File: config.mk
export PLATFORM = sky130hd
export DESIGN_NAME = ex_stage
export DESIGN_NICKNAME = d
export VERILOG_FILES = /design/src/rtl/pipe_pkg.sv /design/src/rtl/mul_div_unit.sv /design/src/rtl/ex_stage.sv
export SDC_FILE = /design/constraint.sdc
export NUM_CORES = 2
export LEC_CHECK = 0
export ABC_AREA = 1
export ABC_CLOCK_PERIOD_IN_PS = 5100
export BUFFER_PORTS_ARGS = -buffer_cell sky130_fd_sc_hd__buf_2
export CORE_MARGIN = 2
export CORE_UTILIZATION = 30
export CTS_CLUSTER_SIZE = 25
export DETAILED_ROUTE_END_ITERATION = 10
export PLACE_DENSITY = 0.44
export SETUP_SLACK_MARGIN = 0.05
export SKIP_LAST_GASP = 1
export SYNTH_ARGS = -nofsm -noshare
export SYNTH_HDL_FRONTEND = slang
export SYNTH_SLANG_ARGS = --single-unit
File: constraint.sdc
create_clock -name clk -period 5.1 [get_ports clk]
set_input_delay 0.765 -clock clk [delete_from_list [all_inputs] [get_ports clk]]
set_output_delay 0.765 -clock clk [all_outputs]
set_load 0.02 [all_outputs]
File: src/rtl/pipe_pkg.sv
// Shared definitions for the MIPS pipeline: instruction field codes,
// ALU operation classes, forwarding selects and the mult/div FSM states.
package pipe_pkg;

    // ALU operation class driven by the ID stage
    localparam logic [1:0] ALU_OP_ADD   = 2'b00;
    localparam logic [1:0] ALU_OP_SUB   = 2'b01;
    localparam logic [1:0] ALU_OP_RTYPE = 2'b10;
    localparam logic [1:0] ALU_OP_ITYPE = 2'b11;

    // Forwarding selects; 2'b11 falls back to the register file value
    localparam logic [1:0] FWD_REG = 2'b00;
    localparam logic [1:0] FWD_WB  = 2'b01;
    localparam logic [1:0] FWD_MEM = 2'b10;

    // R-type funct codes
    localparam logic [5:0] FN_SLL   = 6'h00;
    localparam logic [5:0] FN_SRL   = 6'h02;
    localparam logic [5:0] FN_SRA   = 6'h03;
    localparam logic [5:0] FN_MFHI  = 6'h10;
    localparam logic [5:0] FN_MFLO  = 6'h12;
    localparam logic [5:0] FN_MULT  = 6'h18;
    localparam logic [5:0] FN_MULTU = 6'h19;
    localparam logic [5:0] FN_DIV   = 6'h1A;
    localparam logic [5:0] FN_DIVU  = 6'h1B;
    localparam logic [5:0] FN_ADD   = 6'h20;
    localparam logic [5:0] FN_ADDU  = 6'h21;
    localparam logic [5:0] FN_SUB   = 6'h22;
    localparam logic [5:0] FN_SUBU  = 6'h23;
    localparam logic [5:0] FN_AND   = 6'h24;
    localparam logic [5:0] FN_OR    = 6'h25;
    localparam logic [5:0] FN_XOR   = 6'h26;
    localparam logic [5:0] FN_NOR   = 6'h27;
    localparam logic [5:0] FN_SLT   = 6'h2A;
    localparam logic [5:0] FN_SLTU  = 6'h2B;

    // I-type opcodes
    localparam logic [5:0] OP_ADDI  = 6'h08;
    localparam logic [5:0] OP_ADDIU = 6'h09;
    localparam logic [5:0] OP_SLTI  = 6'h0A;
    localparam logic [5:0] OP_SLTIU = 6'h0B;
    localparam logic [5:0] OP_ANDI  = 6'h0C;
    localparam logic [5:0] OP_ORI   = 6'h0D;
    localparam logic [5:0] OP_XORI  = 6'h0E;
    localparam logic [5:0] OP_LUI   = 6'h0F;

    typedef enum logic [1:0] {
        MD_IDLE = 2'd0,
        MD_BUSY = 2'd1,
        MD_DONE = 2'd2
    } md_state_t;

    // mult, multu, div, divu occupy funct 0x18..0x1B
    function automatic logic is_md_funct(input logic [5:0] funct);
        return funct[5:2] == 4'b0110;
    endfunction

endpackage

File: src/rtl/mul_div_unit.sv
// Iterative multiply/divide unit: shift-add multiply and restoring divide
// on operand magnitudes, with the sign applied when the result is written
// to HI/LO. op[1] selects divide, op[0] selects unsigned.
module mul_div_unit
    import pipe_pkg::*;
#(
    parameter int XLEN      = 32,
    parameter int MD_CYCLES = 32
) (
    input  logic            clk,
    input  logic            rst,
    input  logic            start,
    input  logic [1:0]      op,
    input  logic [XLEN-1:0] a,
    input  logic [XLEN-1:0] b,
    output logic            busy,
    output logic            done,
    output logic [XLEN-1:0] hi,
    output logic [XLEN-1:0] lo
);

    localparam int CW = $clog2(MD_CYCLES + 1);

    md_state_t         state_q, state_d;
    logic [1:0]        op_q, op_d;
    logic [XLEN-1:0]   a_q, a_d, b_q, b_d;
    logic [2*XLEN-1:0] work_q, work_d;
    logic [CW-1:0]     cnt_q, cnt_d;
    logic [XLEN-1:0]   hi_q, hi_d, lo_q, lo_d;

    logic              is_div, a_neg, b_neg;
    logic [XLEN-1:0]   a_mag, b_mag;
    logic [XLEN:0]     mul_sum, div_shift;
    logic              div_fits;
    logic [XLEN-1:0]   div_diff;
    logic [2*XLEN-1:0] mul_next, div_next, prod;
    logic [XLEN-1:0]   res_hi, res_lo;

    function automatic logic [XLEN-1:0] mag(input logic [XLEN-1:0] v, input logic is_signed);
        return (is_signed && v[XLEN-1]) ? -v : v;
    endfunction

    // One iteration step for each operation plus the signed result fix-up
    always_comb begin
        is_div    = op_q[1];
        a_neg     = ~op_q[0] & a_q[XLEN-1];
        b_neg     = ~op_q[0] & b_q[XLEN-1];
        a_mag     = mag(a_q, ~op_q[0]);
        b_mag     = mag(b_q, ~op_q[0]);

        // Multiply: {upper, multiplier} with the multiplicand added on bit 0
        mul_sum   = {1'b0, work_q[2*XLEN-1:XLEN]} + (work_q[0] ? {1'b0, a_mag} : '0);
        mul_next  = {mul_sum, work_q[XLEN-1:1]};

        // Divide: {remainder, quotient} shifted left, divisor subtracted when it fits
        div_shift = {work_q[2*XLEN-1:XLEN], work_q[XLEN-1]};
        div_fits  = div_shift >= {1'b0, b_mag};
        div_diff  = div_shift[XLEN-1:0] - b_mag;
        div_next  = {(div_fits ? div_diff : div_shift[XLEN-1:0]), work_q[XLEN-2:0], div_fits};

        prod      = (a_neg ^ b_neg) ? -work_q : work_q;
        if (!is_div) begin
            res_hi = prod[2*XLEN-1:XLEN];
            res_lo = prod[XLEN-1:0];
        end else if (b_q == '0) begin
            res_hi = a_q;
            res_lo = '1;
        end else begin
            res_hi = a_neg ? -work_q[2*XLEN-1:XLEN] : work_q[2*XLEN-1:XLEN];
            res_lo = (a_neg ^ b_neg) ? -work_q[XLEN-1:0] : work_q[XLEN-1:0];
        end
    end

    // FSM next state, operand latch and iteration control
    always_comb begin
        // NOTE: every variable gets a default before the case so no path
        // leaves one unassigned, which would otherwise infer a latch.
        state_d = state_q;
        op_d    = op_q;
        a_d     = a_q;
        b_d     = b_q;
        work_d  = work_q;
        cnt_d   = cnt_q;
        hi_d    = hi_q;
        lo_d    = lo_q;
        unique case (state_q)
            MD_IDLE: begin
                if (start) begin
                    op_d    = op;
                    a_d     = a;
                    b_d     = b;
                    work_d  = {{XLEN{1'b0}}, (op[1] ? mag(a, ~op[0]) : mag(b, ~op[0]))};
                    cnt_d   = '0;
                    state_d = MD_BUSY;
                end
            end
            MD_BUSY: begin
                work_d = is_div ? div_next : mul_next;
                cnt_d  = cnt_q + 1'b1;
                if (cnt_q == CW'(MD_CYCLES - 1)) begin
                    state_d = MD_DONE;
                end
            end
            MD_DONE: begin
                hi_d    = res_hi;
                lo_d    = res_lo;
                state_d = MD_IDLE;
            end
            default: state_d = MD_IDLE;
        endcase
    end

    // Control state and architectural HI/LO registers
    always_ff @(posedge clk) begin
        // NOTE: sequential state uses non-blocking assignments so every flop
        // samples the pre-edge values regardless of statement order.
        if (rst) begin
            state_q <= MD_IDLE;
            hi_q    <= '0;
            lo_q    <= '0;
        end else begin
            state_q <= state_d;
            hi_q    <= hi_d;
            lo_q    <= lo_d;
        end
    end

    // Operand latches and working register
    always_ff @(posedge clk) begin
        // NOTE: datapath registers carry no reset; they are always reloaded
        // on start before the FSM reads them.
        op_q   <= op_d;
        a_q    <= a_d;
        b_q    <= b_d;
        work_q <= work_d;
        cnt_q  <= cnt_d;
    end

    assign busy = (state_q == MD_BUSY);
    assign done = (state_q == MD_DONE);
    // HI/LO writes are visible to a read in the same cycle
    assign hi   = done ? res_hi : hi_q;
    assign lo   = done ? res_lo : lo_q;

endmodule

File: src/rtl/ex_stage.sv
// Execute stage: operand forwarding, ALU/shift/compare, the mult/div unit
// with its front-end stall, and the EX/MEM pipeline register.
module ex_stage
    import pipe_pkg::*;
#(
    parameter int XLEN      = 32,
    parameter int MD_CYCLES = 32
) (
    input  logic            clk,
    input  logic            rst,
    input  logic [1:0]      wb,
    input  logic [2:0]      m,
    input  logic [3:0]      ex,
    input  logic [7:0]      pc,
    input  logic [31:0]     instruction,
    input  logic [XLEN-1:0] reg1,
    input  logic [XLEN-1:0] reg2,
    input  logic [XLEN-1:0] sign_extend,
    input  logic [4:0]      shamt,
    input  logic [4:0]      rt,
    input  logic [4:0]      rd,
    input  logic [1:0]      fwd_a,
    input  logic [1:0]      fwd_b,
    input  logic [XLEN-1:0] mem_fwd,
    input  logic [XLEN-1:0] wb_fwd,
    output logic            ex_stall,
    output logic [1:0]      _wb,
    output logic [2:0]      _m,
    output logic [7:0]      _pc,
    output logic [XLEN-1:0] _alu_result,
    output logic [XLEN-1:0] _write_data,
    output logic [4:0]      _dest,
    output logic            _zero
);

    logic            reg_dst, alu_src;
    logic [1:0]      alu_op;
    logic [5:0]      opcode, funct;
    logic [XLEN-1:0] a_op, b_reg, b_op, result;
    logic            is_md, md_busy, md_done;
    logic [XLEN-1:0] md_hi, md_lo;
    logic            unused_instr_bits;

    logic [1:0]      exm_wb_q, exm_wb_d;
    logic [2:0]      exm_m_q, exm_m_d;
    logic [7:0]      exm_pc_q, exm_pc_d;
    logic [XLEN-1:0] exm_alu_q, exm_alu_d;
    logic [XLEN-1:0] exm_wdata_q, exm_wdata_d;
    logic [4:0]      exm_dest_q, exm_dest_d;
    logic            exm_zero_q, exm_zero_d;

    assign reg_dst           = ex[3];
    assign alu_src           = ex[2];
    assign alu_op            = ex[1:0];
    assign opcode            = instruction[31:26];
    assign funct             = instruction[5:0];
    assign unused_instr_bits = ^instruction[25:16];

    // Forwarding muxes and B operand selection
    always_comb begin
        unique case (fwd_a)
            FWD_MEM: a_op = mem_fwd;
            FWD_WB:  a_op = wb_fwd;
            default: a_op = reg1;
        endcase
        unique case (fwd_b)
            FWD_MEM: b_reg = mem_fwd;
            FWD_WB:  b_reg = wb_fwd;
            default: b_reg = reg2;
        endcase
        if (!alu_src) begin
            b_op = b_reg;
        end else if (alu_op == ALU_OP_ITYPE && (opcode == OP_ANDI || opcode == OP_ORI)) begin
            b_op = {{(XLEN-16){1'b0}}, instruction[15:0]};
        end else begin
            b_op = sign_extend;
        end
    end

    // ALU decode and operation
    always_comb begin
        result = '0;
        unique case (alu_op)
            ALU_OP_ADD: result = a_op + b_op;
            ALU_OP_SUB: result = a_op - b_op;
            ALU_OP_RTYPE: begin
                case (funct)
                    FN_ADD, FN_ADDU: result = a_op + b_op;
                    FN_SUB, FN_SUBU: result = a_op - b_op;
                    FN_AND:  result = a_op & b_op;
                    FN_OR:   result = a_op | b_op;
                    FN_XOR:  result = a_op ^ b_op;
                    FN_NOR:  result = ~(a_op | b_op);
                    FN_SLT:  result = {{(XLEN-1){1'b0}}, $signed(a_op) < $signed(b_op)};
                    FN_SLTU: result = {{(XLEN-1){1'b0}}, a_op < b_op};
                    FN_SLL:  result = b_reg << shamt;
                    FN_SRL:  result = b_reg >> shamt;
                    FN_SRA:  result = XLEN'($signed(b_reg) >>> shamt);
                    FN_MFHI: result = md_hi;
                    FN_MFLO: result = md_lo;
                    default: result = '0;
                endcase
            end
            ALU_OP_ITYPE: begin
                case (opcode)
                    OP_ADDI, OP_ADDIU: result = a_op + b_op;
                    OP_ANDI:  result = a_op & b_op;
                    OP_ORI:   result = a_op | b_op;
                    OP_XORI:  result = a_op ^ b_op;
                    OP_SLTI:  result = {{(XLEN-1){1'b0}}, $signed(a_op) < $signed(b_op)};
                    OP_SLTIU: result = {{(XLEN-1){1'b0}}, a_op < b_op};
                    OP_LUI:   result = b_op << 16;
                    default:  result = '0;
                endcase
            end
            default: result = '0;
        endcase
    end

    assign is_md    = (alu_op == ALU_OP_RTYPE) && is_md_funct(funct);
    assign ex_stall = is_md && !md_done;

    mul_div_unit #(
        .XLEN      (XLEN),
        .MD_CYCLES (MD_CYCLES)
    ) u_mul_div (
        .clk   (clk),
        .rst   (rst),
        .start (is_md && !md_busy && !md_done),
        .op    (funct[1:0]),
        .a     (a_op),
        .b     (b_reg),
        .busy  (md_busy),
        .done  (md_done),
        .hi    (md_hi),
        .lo    (md_lo)
    );

    // EX/MEM next values; a mult/div in EX always sends a bubble forward
    always_comb begin
        exm_wb_d    = is_md ? 2'b00 : wb;
        exm_m_d     = is_md ? 3'b000 : m;
        exm_pc_d    = pc;
        exm_alu_d   = result;
        exm_wdata_d = b_reg;
        exm_dest_d  = reg_dst ? rd : rt;
        exm_zero_d  = (a_op == b_op);
    end

    // EX/MEM pipeline register
    always_ff @(posedge clk) begin
        if (rst) begin
            exm_wb_q    <= '0;
            exm_m_q     <= '0;
            exm_pc_q    <= '0;
            exm_alu_q   <= '0;
            exm_wdata_q <= '0;
            exm_dest_q  <= '0;
            exm_zero_q  <= 1'b0;
        end else begin
            exm_wb_q    <= exm_wb_d;
            exm_m_q     <= exm_m_d;
            exm_pc_q    <= exm_pc_d;
            exm_alu_q   <= exm_alu_d;
            exm_wdata_q <= exm_wdata_d;
            exm_dest_q  <= exm_dest_d;
            exm_zero_q  <= exm_zero_d;
        end
    end

    assign _wb          = exm_wb_q;
    assign _m           = exm_m_q;
    assign _pc          = exm_pc_q;
    assign _alu_result  = exm_alu_q;
    assign _write_data  = exm_wdata_q;
    assign _dest        = exm_dest_q;
    assign _zero        = exm_zero_q;

endmodule

==> impl_results.html <==
<table>
<tr><th>Metric</th><th>Value</th></tr>
<tr><th colspan="2">Routing</th></tr>
<tr><td>Total vias in the final route</td><td>45,300</td></tr>
<tr><td>Number of vias per cell</td><td>5.52</td></tr>
<tr><td>First-pass detailed-route iteration total</td><td>7</td></tr>
<tr><td>Routed length per placed instance</td><td>26.5 um</td></tr>
<tr><td>Detailed-route DRC error count</td><td>0</td></tr>
<tr><td>Count of antenna-violating nets left after detailed routing</td><td>0</td></tr>
<tr><td>Wirelength, routed</td><td>218 mm</td></tr>
<tr><td>Number of DRC markers after the initial detailed-route iteration</td><td>5,674</td></tr>
<tr><th colspan="2">GRT</th></tr>
<tr><td>Total global routing track utilization</td><td>35.6%</td></tr>
<tr><td>Global Route met3 Usage</td><td>6.39%</td></tr>
<tr><td>Most congested layer reported by global routing</td><td>met2</td></tr>
<tr><td>Global-route wire length before repair</td><td>303 mm</td></tr>
<tr><td>Vias in the first global route</td><td>41,700</td></tr>
<tr><td>Maximum number of pins on one net before global-route repair</td><td>80</td></tr>
<tr><td>Grt met2 use</td><td>55.2%</td></tr>
<tr><td>Number of antenna violations at the first check in global routing</td><td>18</td></tr>
<tr><td>GR Util met1</td><td>46.0%</td></tr>
<tr><td>Total congestion overflow after global routing</td><td>0</td></tr>
<tr><th colspan="2">Place</th></tr>
<tr><td>Count of input and output buffers</td><td>303</td></tr>
<tr><td>Detail Placement HPWL</td><td>179 mm</td></tr>
<tr><td>Worst Setup Slack post-DPL</td><td>-0.860 ns</td></tr>
<tr><td>Placer congestion estimate</td><td>1.06</td></tr>
<tr><td>Number of placed cells counting well taps</td><td>8,119</td></tr>
<tr><th colspan="2">Cells and area</th></tr>
<tr><td>Final #Nets</td><td>7,058</td></tr>
<tr><td>Final non-filler cell total</td><td>8,201</td></tr>
<tr><td>Footprint of the multi-input gates</td><td>24,300 um^2</td></tr>
<tr><td>Fraction of final layout cells sized beyond drive strength 1</td><td>15.7%</td></tr>
<tr><td>Register area</td><td>7070 um^2</td></tr>
<tr><td>Core utilization of the finished layout</td><td>37.4%</td></tr>
<tr><td>Relative area change from synthesis to final layout</td><td>23.6%</td></tr>
<tr><td>Fill cell total of the finished layout</td><td>12,900</td></tr>
<tr><th colspan="2">Logic synthesis</th></tr>
<tr><td>Dominant cells by area after synthesis</td><td>sky130_fd_sc_hd__nand2_1 18%, sky130_fd_sc_hd__edfxtp_1 12%, sky130_fd_sc_hd__nand3_1 10%, sky130_fd_sc_hd__dfxtp_1 8.6%, sky130_fd_sc_hd__nor2_1 7.2%</td></tr>
<tr><td>Most used flip-flop cell after synthesis</td><td>sky130_fd_sc_hd__dfxtp_1</td></tr>
<tr><td>Synth Cell Area</td><td>34,700 um^2</td></tr>
<tr><td>Synth warn</td><td>0</td></tr>
<tr><td>Post-synthesis area per instance</td><td>5.76 um^2</td></tr>
<tr><td>Most numerous cell types in the synthesized netlist</td><td>1,687 x sky130_fd_sc_hd__nand2_1, 723 x sky130_fd_sc_hd__nand3_1, 669 x sky130_fd_sc_hd__nor2_1, 611 x sky130_fd_sc_hd__inv_1, 426 x sky130_fd_sc_hd__a21oi_1</td></tr>
<tr><td>Portion of synthesized cell area occupied by the leading cell type</td><td>18.3%</td></tr>
<tr><td>Synth Net Count</td><td>6,429</td></tr>
<tr><td>Synth area leader</td><td>sky130_fd_sc_hd__nand2_1</td></tr>
<tr><td>Number of synthesized register bits</td><td>285</td></tr>
<tr><td>Post-synth EDFFs</td><td>136</td></tr>
<tr><td>Number of distinct library cell variants in the gate-level netlist after synthesis</td><td>63</td></tr>
<tr><td>Fraction of registers with async set/reset</td><td>0%</td></tr>
<tr><td>Most instantiated library cell after synthesis</td><td>sky130_fd_sc_hd__nand2_1</td></tr>
<tr><td>Portion of the post-synthesis area used by sequential elements</td><td>20.4%</td></tr>
<tr><td>Synthesized instance count</td><td>6,024</td></tr>
<tr><th colspan="2">Hold path</th></tr>
<tr><td>Type of the most critical hold path</td><td>in2reg</td></tr>
<tr><th colspan="2">Clock tree</th></tr>
<tr><td>Clock Latency Late Sink</td><td>0.63 ns</td></tr>
<tr><td>Maximum buffer depth of the clock tree</td><td>3</td></tr>
<tr><td>Count of H-tree levels built during CTS</td><td>2</td></tr>
<tr><td>Clock edge transition at the registers on the reported setup and hold paths</td><td>0.06 ns</td></tr>
<tr><td>Post-cts hold buffer count</td><td>0</td></tr>
<tr><td>Number of buffers created by CTS</td><td>41</td></tr>
<tr><td>Sinks on Clock Net</td><td>285</td></tr>
<tr><td>Clock tree root buffer cell</td><td>sky130_fd_sc_hd__clkbuf_16</td></tr>
<tr><td>TritonCTS clock tree</td><td>yes</td></tr>
<tr><th colspan="2">Timing</th></tr>
<tr><td>Crit share post-route</td><td>95.8%</td></tr>
<tr><td>Final slew viol count</td><td>0</td></tr>
<tr><td>Max Clk Rate</td><td>0.205 GHz</td></tr>
<tr><td>Final worst hold slack</td><td>0.345 ns</td></tr>
<tr><td>RSZ-0062 raised after global routing</td><td>yes</td></tr>
<tr><td>Slew at the pin closest to its max-slew limit</td><td>1.01 ns</td></tr>
<tr><td>Final setup fails</td><td>0</td></tr>
<tr><td>Slew HR</td><td>32.8%</td></tr>
<tr><td>Post-layout worst setup margin</td><td>0.217 ns</td></tr>
<tr><td>Post-layout min period</td><td>4.88 ns</td></tr>
<tr><td>Clock skew after layout</td><td>0.0207 ns</td></tr>
<tr><td>Number of hold violations in the final report</td><td>0</td></tr>
<tr><th colspan="2">Worst setup path</th></tr>
<tr><td>Worst reg2reg path depth</td><td>24</td></tr>
<tr><td>Crit path top cell by count</td><td>sky130_fd_sc_hd__nand2_1</td></tr>
<tr><td>R2R setup slack</td><td>0.42 ns</td></tr>
<tr><td>Arrival time of the worst setup path</td><td>5.40 ns</td></tr>
<tr><td>Capturing instance or port of the critical path</td><td>_alu_result[10]$_SDFF_PP0_</td></tr>
<tr><td>Critical path's slowest cell</td><td>sky130_fd_sc_hd__nor3_2</td></tr>
<tr><td>Startpoint of the worst-slack reg-to-reg timing path</td><td>u_mul_div.b_q[2]$_DFFE_PP_</td></tr>
<tr><td>CP endpoint kind</td><td>register</td></tr>
<tr><td>Startpoint of the worst setup timing path</td><td>ex[1]</td></tr>
<tr><td>Setup CP Type</td><td>in2reg</td></tr>
<tr><td>FF-to-FF End</td><td>u_mul_div.work_q[34]$_SDFFCE_PN0P_</td></tr>
<tr><td>Maximum single-stage delay on the critical path</td><td>0.45 ns</td></tr>
<tr><td>Required time at the worst-slack endpoint</td><td>5.62 ns</td></tr>
<tr><td>Peak fanout along the critical path</td><td>17</td></tr>
<tr><td>CP Launch Type</td><td>input port</td></tr>
<tr><th colspan="2">Power and ir drop</th></tr>
<tr><td>Maximum VDD drop</td><td>0.000231 V</td></tr>
<tr><td>Total power after layout</td><td>10.5 mW</td></tr>
<tr><td>Static power due to leakage</td><td>20.7 nW</td></tr>
<tr><td>Power density over the cells</td><td>245 nW/um^2</td></tr>
<tr><th colspan="2">Die</th></tr>
<tr><td>Die Area</td><td>118,000 um^2</td></tr>
<tr><td>Area inside the core boundary</td><td>115,000 um^2</td></tr>
<tr><td>Die Height</td><td>344 um</td></tr>
<tr><td>Cell row count</td><td>124</td></tr>
<tr><td>Effective utilization at floorplan</td><td>30.3%</td></tr>
<tr><td>Width of the die</td><td>344 um</td></tr>
<tr><td>Count of boundary I/O pins</td><td>314</td></tr>
<tr><th colspan="2">Status</th></tr>
<tr><td>Status</td><td>finished clean</td></tr>
<tr><th colspan="2">Job</th></tr>
<tr><td>Maximum capacitance violations</td><td>0</td></tr>
</table>
per-stage QoR:
stage / TNS (ns) / area [um^2]
after CTS: 0 / 42800
after detailed placement: -1.33 / 41300
after floorplan: 0 / 34700
after global placement: -1.37 / 41300
after global routing: -0.0536 / 42900
final: 0 / 42900
final cells by class:
cell class	count	area share, %
sequential	285	16.5
timing repair buffer	847	13.5
clock inverter	22	0.724
inverter	639	5.60
multi-input combinational	4839	56.6
antenna	4	0.0233
clock buffer	53	2.64
tap	1512	4.41
power breakdown:
part	internal, mW	switching (mW)	leakage, nW	total (mW)
Sequential	2.50	0.0479	2.45	2.55
Combinational	1.65	3.15	17.6	4.80
Clock	1.88	1.25	0.693	3.13
logic make-up (layout without fill, tap and decap cells):
group / after synthesis / after routing / synth area share, %
DFF: 285 / 285 / 20.4
xor gates and xnor gates: 113 / 113 / 2.85
AOI/OAI and AO/OA: 1168 / 1168 / 19.1
buffers and inverters: 900 / 1561 / 10.0
and+or+nand+nor: 3383 / 3383 / 41.3
other: 0 / 4 / 0
adders and majority gates: 175 / 175 / 6.40
placed cells by master (no fill, tap or decap), drive strengths merged, types with 7 or more instances in the layout:
cell and instances:
edfxtp 136, a221oi 22, a31oi 28, o21a 12
o21bai 27, nand3 726, inv 628, clkinv 23
o2111ai 20, a21boi 7, nor3 94, nor2 682
o22ai 37, o211ai 36, or2 65, nand3b 9
a22o 22, xnor2 19, a21oi 426, nand4 93
a21o 18, nor4 10, clkbuf 53, a211oi 12
xor2 94, nand2 1694, buf 847, o31ai 10
and2 8, o21ai 473, dfxtp 149, ha 171
registers in the layout, summed over array words and instances (netlist names):
signal / flops
u_mul_div.state_q: 2
_wb: 2
u_mul_div.work_q: 64
u_mul_div.lo_q: 32
u_mul_div.op_q: 2
u_mul_div.b_q: 32
u_mul_div.cnt_q: 6
_zero: 1
_alu_result: 32
u_mul_div.a_q: 32
_pc: 8
_write_data: 32
_dest: 5
u_mul_div.hi_q: 32
_m: 3
critical path: cells and delay by family:
family | cells | cell delay [ns]
fa+ha+maj | 1 | 0.40
buf+inv | 9 | 1.68
compound gates | 5 | 0.59
simple gates | 13 | 1.95
timing repair:
item,in CTS,in global routing
pin swaps,0,1
gates resized for setup,4,17
endpoints found under the hold margin,0,0
setup buffers,3,0
endpoints found under the setup margin,12,34
how the worst min path moves through the flow:
stage                                  from                      endpoint  slack, ns  depth (start not counted)
5_1_grt                               pc[2]             _pc[2]$_SDFF_PP0_       0.34                          3
2_1_floorplan  u_mul_div.hi_q[5]$_SDFF_PP0_  u_mul_div.hi_q[5]$_SDFF_PP0_       0.45                          2
4_1_cts                               pc[2]             _pc[2]$_SDFF_PP0_       0.32                          3
3_5_place_dp   u_mul_div.hi_q[0]$_SDFF_PP0_  u_mul_div.hi_q[0]$_SDFF_PP0_       0.46                          2
6_report                              pc[2]             _pc[2]$_SDFF_PP0_       0.35                          3
3_3_place_gp   u_mul_div.hi_q[0]$_SDFF_PP0_  u_mul_div.hi_q[0]$_SDFF_PP0_       0.46                          2
metal layers:
layer	vias to the layer above	wire length [um]
met3	570	18700
met2	2265	93800
met4	12	15700
li1	21300	-
met5	-	77
met1	21100	89400
No activity file was read; power rests on OpenSTA's default activity.
